$ cat src/rtl/iob_plic_pkg.sv
// Shared types and helpers for the PLIC interrupt gateway.
// State encoding of the per-source gateway FSM and counter sizing.
package iob_plic_pkg;

  typedef enum logic [1:0] {
    GW_IDLE    = 2'd0,
    GW_PENDING = 2'd1,
    GW_CLAIMED = 2'd2
  } gw_state_e;

  // Counter must hold 0..max_count inclusive.
  function automatic int gw_cnt_width(input int max_count);
    return $clog2(max_count + 1);
  endfunction

endpackage

$ cat src/rtl/iob_plic_gateway_cell.sv
// One interrupt source: optional synchronizer, edge detect, FSM, queued-edge counter.
// Optional macro IOB_PLIC_GATEWAY_SYNC_EN adds a 2-flop synchronizer on src.
//
// state      | meaning
// GW_IDLE    | no request outstanding, watching src
// GW_PENDING | request presented to the core (ip=1)
// GW_CLAIMED | claimed by a target, waiting for completion
module iob_plic_gateway_cell
  import iob_plic_pkg::*;
#(
  parameter int MAX_PENDING_COUNT = 8
) (
  input  logic clk,
  input  logic rst,
  input  logic src,
  input  logic edge_mode,
  input  logic claim,
  input  logic complete,
  output logic ip,
  output logic cnt_full
);

  localparam int CW = gw_cnt_width(MAX_PENDING_COUNT);
  localparam logic [CW-1:0] CNT_MAX = CW'(MAX_PENDING_COUNT);
  localparam logic [CW-1:0] CNT_ONE = CW'(1);

  gw_state_e     state_q, state_nxt;
  logic [CW-1:0] cnt_q, cnt_nxt;
  logic          src_s, src_q;
  logic          edge_ev, cnt_sat, cnt_zero;
  logic          ip_nxt, full_nxt;

`ifdef IOB_PLIC_GATEWAY_SYNC_EN
  logic [1:0] sync_ff;
  always_ff @(posedge clk or negedge rst) begin
    if (!rst) sync_ff <= 2'b00;
    else      sync_ff <= {sync_ff[0], src};
  end
  assign src_s = sync_ff[1];
`else
  assign src_s = src;
`endif

  assign edge_ev  = edge_mode & src_s & ~src_q;
  assign cnt_sat  = (cnt_q == CNT_MAX);
  assign cnt_zero = (cnt_q == '0);

  always_ff @(posedge clk or negedge rst) begin
    if (!rst) begin
      state_q  <= GW_IDLE;
      cnt_q    <= '0;
      src_q    <= 1'b0;
      ip       <= 1'b0;
      cnt_full <= 1'b0;
    end else begin
      state_q  <= state_nxt;
      cnt_q    <= cnt_nxt;
      src_q    <= src_s;
      ip       <= ip_nxt;
      cnt_full <= full_nxt;
    end
  end

  always_comb begin
    state_nxt = state_q;
    case (state_q)
      GW_IDLE: begin
        if (edge_mode ? edge_ev : src_s) state_nxt = GW_PENDING;
      end
      GW_PENDING: begin
        if (claim) state_nxt = GW_CLAIMED;
      end
      GW_CLAIMED: begin
        if (complete) begin
          // A queued edge or one arriving with the completion re-arms immediately.
          if (edge_mode && (!cnt_zero || edge_ev)) state_nxt = GW_PENDING;
          else                                     state_nxt = GW_IDLE;
        end
      end
      default: state_nxt = GW_IDLE;
    endcase
  end

  always_comb begin
    cnt_nxt = cnt_q;
    if (!edge_mode) begin
      cnt_nxt = '0;
    end else begin
      case (state_q)
        GW_PENDING: begin
          if (edge_ev && !cnt_sat) cnt_nxt = cnt_q + CNT_ONE;
        end
        GW_CLAIMED: begin
          if (complete) begin
            if (!cnt_zero && !edge_ev) cnt_nxt = cnt_q - CNT_ONE;
          end else if (edge_ev && !cnt_sat) begin
            cnt_nxt = cnt_q + CNT_ONE;
          end
        end
        default: cnt_nxt = cnt_q;
      endcase
    end
    ip_nxt   = (state_nxt == GW_PENDING);
    full_nxt = (cnt_nxt == CNT_MAX);
  end

endmodule

$ cat src/rtl/iob_plic_gateway.sv
// PLIC gateway: one independent gateway cell per interrupt source.
// Optional macro IOB_PLIC_GATEWAY_SYNC_EN synchronizes src inside every cell.
module iob_plic_gateway
  import iob_plic_pkg::*;
#(
  parameter int SOURCES           = 8,
  parameter int MAX_PENDING_COUNT = 8
) (
  input  logic               clk,
  input  logic               rst,
  input  logic [SOURCES-1:0] src,
  input  logic [SOURCES-1:0] edge_mode,
  input  logic [SOURCES-1:0] claim,
  input  logic [SOURCES-1:0] complete,
  output logic [SOURCES-1:0] ip,
  output logic [SOURCES-1:0] cnt_full
);

  for (genvar g = 0; g < SOURCES; g++) begin : g_cell
    iob_plic_gateway_cell #(
      .MAX_PENDING_COUNT(MAX_PENDING_COUNT)
    ) u_cell (
      .clk      (clk),
      .rst      (rst),
      .src      (src[g]),
      .edge_mode(edge_mode[g]),
      .claim    (claim[g]),
      .complete (complete[g]),
      .ip       (ip[g]),
      .cnt_full (cnt_full[g])
    );
  end

endmodule
$ cat config.mk
export PLATFORM = sky130hd
export DESIGN_NAME = iob_plic_gateway
export DESIGN_NICKNAME = d
export VERILOG_FILES = /design/src/rtl/iob_plic_pkg.sv /design/src/rtl/iob_plic_gateway_cell.sv /design/src/rtl/iob_plic_gateway.sv
export SDC_FILE = /design/constraint.sdc
export NUM_CORES = 1
export LEC_CHECK = 0
export BUFFER_PORTS_ARGS = -buffer_cell sky130_fd_sc_hd__buf_2
export CORE_ASPECT_RATIO = 1.2
export CORE_MARGIN = 1
export CORE_UTILIZATION = 55
export DETAILED_ROUTE_END_ITERATION = 10
export GPL_ROUTABILITY_DRIVEN = 0
export PLACE_DENSITY = 0.75
export SETUP_SLACK_MARGIN = 0.2
export SYNTH_ARGS = -nofsm -noshare
export SYNTH_HDL_FRONTEND = slang
export SYNTH_SLANG_ARGS = --single-unit
export TNS_END_PERCENT = 100
$ cat constraint.sdc
create_clock -name clk -period 2 [get_ports clk]
set_input_delay 0 -clock clk [delete_from_list [all_inputs] [get_ports clk]]
set_output_delay 0 -clock clk [all_outputs]
set_load 0.01 [all_outputs]
==> run_results.csv <==
group,metric,value,unit
status,status,"finished clean",
worst_hold_path,worstHoldPathType,"in2reg",
grt,grt_max_degree,48,
clock_network,worst_setup_hold_path_clk_slew,0.06,ns
synth,synth.mux.area_fraction,0.01549,
critical_path,worstPathRequired,2.25,ns
synth,combinational_family_with_the_most_area_after_synthesis,"simple AND/OR/NAND/NOR gates",
critical_path,critPathArrivalTime,2.13,ns
layout,final-instance-count-excl-fill,879,
critical_path,type_of_origin_of_the_critical_path,"flip-flop",
timing,timing.final.crit_period,1.886,ns
grt,use_met3,0.03772,
grt,global_route.usage.total,0.2815,
clock_network,cts_max_level,3,
synth,ys_dominant_reg_cell,"dfrtp_1",
timing,clock_skew,0.006120,ns
timing,slew_viol_final,0,
grt,gr-usage-met2,0.4948,
clock_network,clkSinkCount,72,
critical_path,worst_setup_path_end_kind,"flip-flop",
route,dr_total_vias,5343,
timing,timing.fmax,530.3,MHz
grt,grt_first_pass_wirelength,23.52,mm
layout,fillerInstances,613,
critical_path,worstReg2RegEnd,"g_cell[0].u_cell.cnt_full$_DFF_PN0_",
synth,synth_xor_xnor_area_share,0.003237,
floorplan,chipHeight,110.7,um
critical_path,worstReg2RegStart,"g_cell[0].u_cell.cnt_q[1]$_DFF_PN0_",
clock_network,tritoncts.num_buffers,9,
grt,grt.busiest_layer,"met2",
clock_network,cts.root.buffer_cell,"clkbuf_16",
timing,slew_headroom,0.5819,
synth,syn_nets,699,
critical_path,reg2reg_slack,0.11,ns
critical_path,cp_slowest_cell,"or4_4",
layout,design.final.nets,833,
placed_design,io_buffers,49,
floorplan,floorplan.io_pins,50,
critical_path,ff_to_ff_path_depth,5,
synth,post_synth_fa_ha_maj_area_fraction,0.1110,
route,drt_pass1_iterations,5,
critical_path,critical_path.cell_chain,"or3_4 -> or4_4 -> a41o_1 -> o22ai_2 -> nor4b_4",
clock_network,clkLatencyLatePin,0.34,ns
timing,setup_tns,0,ns
floorplan,dieArea,10240,sq um
timing,setup_repair_after_global_routing_missed_its_margin,"yes",
synth,synth_compound_area_frac,0.2208,
pwr,vdd.ir_drop.worst,0.0007864,V
layout,signed_area_change_from_the_synthesized_netlist_to_the_final_layout,37.29,%
synth,async_reset_ff_frac,1.000,
synth,synthSimpleGateAreaFrac,0.2492,
grt,antenna_found_initial,0,
grt,globalRoute.totalOverflow,0,
pwr,power.density_cell_area,1083,nW/um^2
route,dr_wl_cell,16.82,um
critical_path,criticalPathCategory,"reg2reg",
placed_design,hpwlAfterDp,9.171,mm
timing,final_hold_viol_count,0,
worst_hold_path,whs_endpoint,"g_cell[0].u_cell.cnt_q[0]$_DFF_PN0_",
synth,synth-seq-area-share,0.3329,
layout,diodes,0,
layout,drive_gt1_frac,0.3743,
route,drcViolationCount,0,
route,detail-route-antenna-nets,0,
layout,layout_common_cells,"buf_4 (80), dfrtp_1 (68), nand2_1 (57)",
worst_hold_path,hold_path_depth,2,
synth,syn-mean-instance-area,8.771,sq um
timing,post-route-period-util,0.9428,
synth,number_of_library_cell_types_mapped_by_synthesis,76,
route,postRouteWirelength,14.79,mm
clock_network,tritoncts_clock_tree,"yes",
synth,yosysWarningCount,0,
grt,met1_usage,0.3412,
timing,worst_hold_slack,0.008438,ns
timing,setup-violations-final,0,
pwr,static-leakage-power,3.281,nW
critical_path,critical_path_peak_fanout,4,
floorplan,floorplan.core_area,9564,sq um
critical_path,crit_family,"simple AND/OR/NAND/NOR gates",
floorplan,die_w,92.55,um
floorplan,placementRows,39,
critical_path,path_buf_inv,0,
clock_network,cts.path.max_buffers,2,
synth,synth_edf_count,0,
layout,final_common_cell,"buf_4",
synth,syn_inst,617,
placed_design,dpl.cell_count,796,
synth,synth.cell_area,5411,sq um
worst_hold_path,hp-start,"edge_mode[0]",
floorplan,starting_density,0.5658,
critical_path,slowest_delay,0.42,ns
route,post_drt_via_cell_ratio,6.078,
timing,worst-slew-pin-transition,0.6272,ns
grt,first_global_vias,5259,
synth,synth.ff_latch_count,72,
route,dr.first_iter.drc_count,322,
job,max_cap_violations,0,
==> worst register-to-register path, cell delays in order, from the launching register on <==
cell,delay [ns]
dfrtp_1,0.41
or3_4,0.40
or4_4,0.42
a41o_1,0.20
o22ai_2,0.17
nor4b_4,0.20
==> worst max-delay path by stage <==
stage | from | end | slack, ns | cells after the start
after global placement | g_cell[2].u_cell.state_q[0]$_DFF_PN0_ | g_cell[2].u_cell.cnt_full$_DFF_PN0_ | 0.08 | 8
after global routing | g_cell[2].u_cell.cnt_q[0]$_DFF_PN0_ | g_cell[2].u_cell.cnt_full$_DFF_PN0_ | 0.02 | 8
after floorplan | g_cell[0].u_cell.state_q[0]$_DFF_PN0_ | g_cell[0].u_cell.cnt_full$_DFF_PN0_ | 0.18 | 8
after CTS | g_cell[0].u_cell.cnt_q[1]$_DFF_PN0_ | g_cell[0].u_cell.cnt_full$_DFF_PN0_ | 0.14 | 5
final | g_cell[0].u_cell.cnt_q[1]$_DFF_PN0_ | g_cell[0].u_cell.cnt_full$_DFF_PN0_ | 0.11 | 5
after detailed placement | g_cell[1].u_cell.state_q[0]$_DFF_PN0_ | g_cell[1].u_cell.cnt_full$_DFF_PN0_ | 0.03 | 8
==> flip-flops by register name, indices dropped and copies added (netlist names) <==
signal                  flops
g_cell.u_cell.cnt_full      8
g_cell.u_cell.cnt_q        32
g_cell.u_cell.ip            8
g_cell.u_cell.src_q         8
g_cell.u_cell.state_q      16
==> metrics by stage <==
step / utilization / setup WS [ns] / power (mW) / cell area, sq um
4_1_cts: 0.7288 / 0.1399 / 7.436 / 6970
3_5_place_dp: 0.6209 / 0.03470 / 4.886 / 5938
3_3_place_gp: 0.6209 / 0.07894 / 4.749 / 5938
6_report: 0.7768 / 0.1144 / 8.043 / 7430
2_1_floorplan: - / 0.1770 / 4.064 / 5460
5_1_grt: 0.7768 / 0.02453 / 8.522 / 7430
==> kinds of logic (layout without fill, tap and decap cells) <==
logic type	Yosys count	count (layout)
flip-flops	72	72
AND/OR/NAND/NOR	241	241
AO/OA/AOI/OAI	173	173
adder cells (fa/ha/maj)	48	48
multiplexers	8	8
buffers and inverters	73	212
XOR/XNOR	2	2
==> routing by layer <==
layer	vias to the layer above	wire length [um]
li1	2530	-
met3	33	554
met4	0	356
met5	-	0
met1	2602	6112
met2	178	7766
==> power breakdown <==
part           leakage (nW)  internal (mW)  switching [mW]
clock                 0.172           1.28           0.618
combinational          2.16           2.00            2.20
sequential            0.948           1.73           0.217
==> repair_timing <==
action,CTS,global route
hold endpoints to repair,74,0
endpoints found under the setup margin,16,27
pin swaps,27,40
hold buffers,16,0
buffers inserted,26,25
resized for setup,82,65
==> cell type report <==
cell class | count | area (sq um) | area share
tap | 123 | 153.9 | 0.02071
inverter | 46 | 172.7 | 0.02324
clock inverter | 5 | 102.6 | 0.01381
timing repair buffer | 150 | 1077 | 0.1450
clock buffer | 11 | 252.7 | 0.03402
multi-input combinational | 472 | 3864 | 0.5200
sequential | 72 | 1807 | 0.2432
==> cell usage after synthesis (5+ instances only) <==
cell | n | area, sq um
mux2i_1 | 5 | 50.05
and3_1 | 6 | 37.54
o31ai_1 | 9 | 67.56
a21oi_1 | 28 | 140.1
nand4_1 | 10 | 62.56
buf_4 | 16 | 120.1
and3b_1 | 9 | 78.83
nor4_1 | 6 | 37.54
nand3b_1 | 10 | 75.07
inv_1 | 46 | 172.7
and2_1 | 8 | 50.05
ha_1 | 48 | 600.6
nand2_1 | 64 | 240.2
nor2b_1 | 36 | 225.2
a31oi_1 | 14 | 87.58
o32ai_1 | 5 | 43.79
nand3_1 | 24 | 120.1
nor2_1 | 28 | 105.1
nor3_1 | 10 | 50.05
a211oi_1 | 9 | 67.56
buf_2 | 6 | 30.03
o21ai_1 | 8 | 40.04
dfrtp_1 | 72 | 1802
o21ai_0 | 28 | 140.1
o22ai_1 | 6 | 37.54
No activity file was read; power rests on OpenSTA's default activity.
